<file path="src/rtl/pc_pkg.sv">
// rtl/pc_pkg.sv - shared FSM state type and PC arithmetic constants for pc_sequencer
package pc_pkg;

    typedef enum logic [1:0] {
        S_BOOT,
        S_RUN,
        S_STALL,
        S_HALT
    } pc_state_e;

    localparam logic [31:0] PC_INCR    = 32'd4;
    localparam int          WORD_SHIFT = 2;

endpackage

</file>
<file path="src/rtl/next_pc_mux.sv">
// rtl/next_pc_mux.sv - combinational next-pc priority select (jr > jump > branch > pc+4)
module next_pc_mux
    import pc_pkg::*;
(
    input  logic [31:0] pc_plus_4,
    input  logic        branch_taken,
    input  logic [31:0] branch_offset,
    input  logic        jump,
    input  logic [31:0] jump_pc,
    input  logic        jr,
    input  logic [31:0] jr_target,
    output logic [31:0] next_pc,
    output logic        redirect
);

    logic [31:0] branch_target;

    // Word offset scaled to bytes; the sum wraps modulo 2^32.
    assign branch_target = pc_plus_4 + (branch_offset << WORD_SHIFT);

    always_comb begin
        next_pc  = pc_plus_4;
        redirect = 1'b0;
        if (jr) begin
            next_pc  = jr_target;
            redirect = 1'b1;
        end else if (jump) begin
            next_pc  = jump_pc;
            redirect = 1'b1;
        end else if (branch_taken) begin
            next_pc  = branch_target;
            redirect = 1'b1;
        end
    end

endmodule

</file>
<file path="src/rtl/pc_sequencer.sv">
// rtl/pc_sequencer.sv - pc register, run/stall/halt FSM and retired count; PC_ALIGN_CHECK_EN adds misaligned-target trap
module pc_sequencer
    import pc_pkg::*;
#(
    parameter logic [31:0] RESET_VECTOR = 32'h0000_0000,
    parameter int          CNT_W        = 32
) (
    input  logic             clk,
    input  logic             reset,
    input  logic             stall,
    input  logic             halt_req,
    input  logic             branch_taken,
    input  logic [31:0]      branch_offset,
    input  logic             jump,
    input  logic [31:0]      jump_pc,
    input  logic             jr,
    input  logic [31:0]      jr_target,
    output logic [31:0]      pc,
    output logic [31:0]      pc_plus_4,
    output logic             pc_valid,
    output logic             halted,
`ifdef PC_ALIGN_CHECK_EN
    output logic             misaligned,
`endif
    output logic [CNT_W-1:0] instr_count
);

    pc_state_e        state_q, state_d;
    logic [31:0]      pc_q, pc_d;
    logic [CNT_W-1:0] cnt_q, cnt_d;
    logic [31:0]      target;
    logic             redirect;
    logic             advance;
`ifdef PC_ALIGN_CHECK_EN
    logic             mis_q, mis_d;
`endif

    assign pc_plus_4 = pc_q + PC_INCR;

    next_pc_mux u_next_pc_mux (
        .pc_plus_4     (pc_plus_4),
        .branch_taken  (branch_taken),
        .branch_offset (branch_offset),
        .jump          (jump),
        .jump_pc       (jump_pc),
        .jr            (jr),
        .jr_target     (jr_target),
        .next_pc       (target),
        .redirect      (redirect)
    );

    always_comb begin
        state_d = state_q;
        pc_d    = pc_q;
        cnt_d   = cnt_q;
        advance = 1'b0;
`ifdef PC_ALIGN_CHECK_EN
        mis_d   = mis_q;
`endif
        case (state_q)
            S_BOOT:  state_d = S_RUN;
            S_RUN: begin
                if (halt_req)   state_d = S_HALT;
                else if (stall) state_d = S_STALL;
                else            advance = 1'b1;
            end
            S_STALL: begin
                if (halt_req) begin
                    state_d = S_HALT;
                end else if (!stall) begin
                    state_d = S_RUN;
                    advance = 1'b1;
                end
            end
            S_HALT:  state_d = S_HALT;
            default: state_d = S_BOOT;
        endcase

        if (advance) begin
`ifdef PC_ALIGN_CHECK_EN
            // A bad redirect traps: pc keeps the last good address, nothing retires.
            if (redirect && (target[1:0] != 2'b00)) begin
                state_d = S_HALT;
                mis_d   = 1'b1;
            end else begin
                pc_d  = target;
                cnt_d = cnt_q + {{(CNT_W-1){1'b0}}, 1'b1};
            end
`else
            pc_d  = redirect ? {target[31:2], 2'b00} : target;
            cnt_d = cnt_q + {{(CNT_W-1){1'b0}}, 1'b1};
`endif
        end
    end

    always_ff @(posedge clk) begin
        if (reset) begin
            state_q <= S_BOOT;
            pc_q    <= RESET_VECTOR;
            cnt_q   <= '0;
`ifdef PC_ALIGN_CHECK_EN
            mis_q   <= 1'b0;
`endif
        end else begin
            state_q <= state_d;
            pc_q    <= pc_d;
            cnt_q   <= cnt_d;
`ifdef PC_ALIGN_CHECK_EN
            mis_q   <= mis_d;
`endif
        end
    end

    assign pc          = pc_q;
    assign pc_valid    = (state_q == S_RUN) || (state_q == S_STALL);
    assign halted      = (state_q == S_HALT);
    assign instr_count = cnt_q;
`ifdef PC_ALIGN_CHECK_EN
    assign misaligned  = mis_q;
`endif

endmodule

</file>
<file path="config.mk">
export PLATFORM = sky130hd
export DESIGN_NAME = pc_sequencer
export DESIGN_NICKNAME = d
export VERILOG_FILES = /design/src/rtl/pc_pkg.sv /design/src/rtl/next_pc_mux.sv /design/src/rtl/pc_sequencer.sv
export SDC_FILE = /design/constraint.sdc
export NUM_CORES = 1
export LEC_CHECK = 0
export BUFFER_PORTS_ARGS = -buffer_cell sky130_fd_sc_hd__buf_2
export CAP_MARGIN = 25
export CELL_PAD_IN_SITES_DETAIL_PLACEMENT = 0
export CELL_PAD_IN_SITES_GLOBAL_PLACEMENT = 1
export CORE_MARGIN = 2
export CORE_UTILIZATION = 39
export DETAILED_ROUTE_END_ITERATION = 8
export PLACE_DENSITY_LB_ADDON = 0.05
export RECOVER_POWER = 25
export SYNTH_ARGS = -nofsm -noshare
export SYNTH_HDL_FRONTEND = slang
export SYNTH_SLANG_ARGS = --single-unit
</file>
<file path="constraint.sdc">
create_clock -name clk -period 9.2 [get_ports clk]
set_input_delay 0.46 -clock clk [delete_from_list [all_inputs] [get_ports clk]]
set_output_delay 0.46 -clock clk [all_outputs]
set_load 0.02 [all_outputs]
</file>
==> metrics.yaml <==
grt_pass1_wl_um: 32700
nets: 1081
synth_area_mm2: 0.00568
cp_common_cell: "nand2_1"
path_cells: "ha_1, and4_1, nand3_1, nor3_1, xor2_1, ha_1, nand2_1, or4_1, o2111a_1, o21ai_0, nand2_1, o311a_1, nand2_1"
area_growth_pct: 23.1
grt_setup_unrepaired: "no"
yosysTopAreaCellShare: 0.233
clk-insertion-delay-late_ns: 0.35
antenna_found_initial: 2
synth_sequential_area_ratio: 0.233
period_minus_slack_ns: 4.22
worst_slack_ns: 4.98
synth.most_common_cell: "nor2_1"
finalSetupTns_ns: 0
vias: 6473
wl_met2_um: 10000
gp_congestion: 0.910
postCtsSetupBuffers: 0
hold_violations: 0
post_cts_resized: 0
dieArea_mm2: 0.0156
rows: 44
tritoncts.num_buffers: 9
wl_met1_um: 8690
initial_core_util: 0.395
synth_flop_cell: "dfxtp_1"
firstDrtPassIters: 5
critPathCaptureType: "register"
path_clk_slew_ns: 0.06
final.period_utilization: 0.459
hold_start: "jr_target[5]"
gr-usage-all-layers: 0.261
cts_root_buf: "clkbuf_16"
die_h_um: 125
reg2reg_to: "pc[31]$_SDFFE_PP0P_"
ys_warn_count: 0
pin_count: 201
cp_top_family: "simple AND/OR/NAND/NOR gates"
crit_type: "reg2reg"
cts_tree: "built"
crit_arrival_ns: 4.51
power_density_mw_per_mm2: 147
syn_inst: 764
synth_edf_count: 0
core_area_mm2: 0.0144
status: "completed"
drc_errors: 0
rr_worst_depth: 13
clk_path_buf_depth: 2
holdPathEnd: "pc[5]$_SDFFE_PP0P_"
fmax_ghz: 0.237
drt_iter0_markers: 482
maxCapViolCount: 0
report.final.slew_viol_count: 0
first_global_vias: 6340
slowest_delay_ns: 0.56
routed_wl_um: 20700
place.port_buffers: 194
report.final.setup_viol: 0
synth.distinct_cells: 69
top_layer: "met4"
n_fill_cell: 1513
peakVddDrop_uv: 90.6
r2r_start: "pc[2]$_SDFFE_PP0P_"
viasPerCell: 5.75
place_ws_ns: 5.01
cts_sinks: 66
leakagePower_nw: 3.14
hold_depth: 3
die_w_um: 125
place_hpwl_um: 15200
skew_ns: 0.00622
synth_area_leader_cell: "dfxtp_1"
wl_per_cell_um: 18.4
wl_met3_um: 1570
drive_gt1_frac: 0.192
slew_headroom: 0.336
syn_area_per_cell_um2: 7.44
ys_ff_latch: 66
grt_max_degree: 70
synth_top_cells_by_area: "dfxtp_1 23%, ha_1 9.0%, a21oi_1 5.7%"
grt_overflow: 0
async_flop_share: 0
syn_nets: 909
tightest_slew_ns: 0.991
drtAntennaViolNets: 0
cp_max_fo: 5
cts_hold_buffers: 0
htreeDepth: 3
start_kind: "register"
yosys-top-cells-count: "76 x nor2_1, 75 x nand2_1, 66 x dfxtp_1"
r2r_slack_ns: 4.98
hp-class: "in2reg"
crit_required_ns: 9.49
crit_buf_inv: 0
crit_slowest_cell: "or4_1"
layout make-up:
| type | instances | area (um2) | area share |
|---|---|---|---|
| Clock buffer | 10 | 229 | 0.0327 |
| Tap cell | 184 | 230 | 0.0329 |
| Timing Repair Buffer | 198 | 950 | 0.136 |
| Inverter | 25 | 93.8 | 0.0134 |
| Antenna cell | 1 | 2.50 | 0.000358 |
| Clock inverter | 6 | 42.5 | 0.00608 |
| Multi-Input combinational cell | 636 | 4130 | 0.590 |
| Sequential cell | 66 | 1320 | 0.189 |
worst register-to-register path: stages (launching register included):
cell and delay (ns):
dfxtp_1 0.41, ha_1 0.24, and4_1 0.29, nand3_1 0.16
nor3_1 0.50, xor2_1 0.26, ha_1 0.45, nand2_1 0.15
or4_1 0.56, o2111a_1 0.27, o21ai_0 0.38, nand2_1 0.10
o311a_1 0.34, nand2_1 0.06
worst max-delay path by stage:
stage / start / end / slack (ns) / cells after the start
CTS: pc[2]$_SDFFE_PP0P_ / pc[31]$_SDFFE_PP0P_ / 4.99 / 13
detailed placement: pc[2]$_SDFFE_PP0P_ / pc[31]$_SDFFE_PP0P_ / 5.01 / 13
global route: pc[2]$_SDFFE_PP0P_ / pc[31]$_SDFFE_PP0P_ / 4.63 / 13
finish: pc[2]$_SDFFE_PP0P_ / pc[31]$_SDFFE_PP0P_ / 4.98 / 13
global placement: pc[2]$_SDFFE_PP0P_ / pc[31]$_SDFFE_PP0P_ / 5.05 / 13
floorplan: pc[2]$_SDFFE_PP0P_ / pc[28]$_SDFFE_PP0P_ / 5.39 / 13
state kept, by name, summed over array words and instances, names as in the netlist:
| name | count |
|---|---|
| pc | 32 |
| state_q | 2 |
| instr_count | 32 |
metrics by stage:
| stage | hold slack [ns] | cell area (um2) | std cells | utilization | power (mW) |
|---|---|---|---|---|---|
| after floorplan | 0.531 | 5680 | 764 | - | 0.581 |
| after global placement | 0.460 | 6770 | 1109 | 0.471 | 0.699 |
| after detailed placement | 0.462 | 6770 | 1109 | 0.471 | 0.704 |
| after CTS | 0.381 | 7040 | 1125 | 0.490 | 1.04 |
| after global routing | 0.389 | 6990 | 1125 | 0.487 | 1.09 |
| final | 0.390 | 6990 | 1126 | 0.487 | 1.03 |
power by group:
group / leakage, nW / internal [mW] / switching, mW
Sequential: 0.534 / 0.303 / 0.0254
Clock: 0.129 / 0.183 / 0.146
Combinational: 2.48 / 0.140 / 0.234
Total: 3.14 / 0.626 / 0.405
metal layers:
layer	GRT usage	vias up
met5	0	-
li1	-	3160
met4	0.0839	0
met2	0.450	224
met1	0.318	3059
met3	0.0657	30
cell families after synthesis:
| logic type | count (synthesis) | synth area share |
|---|---|---|
| AOI/OAI and AO/OA | 228 | 0.260 |
| DFF | 66 | 0.233 |
| buffers and inverters | 62 | 0.0425 |
| muxes | 3 | 0.00529 |
| and+or+nand+nor | 294 | 0.260 |
| adders and majority gates | 42 | 0.0938 |
| xor gates and xnor gates | 69 | 0.106 |
placed cells by master, fill, tap and decap left out, drive strengths merged, types with 32 or more instances in the layout:
cell    count
nand3      32
xor2       33
buf       157
dfxtp      66
ha         41
xnor2      36
a21oi      65
o21ai      45
nand2      75
nor2       77
clkbuf     51
No activity file was read; power rests on OpenSTA's default activity.
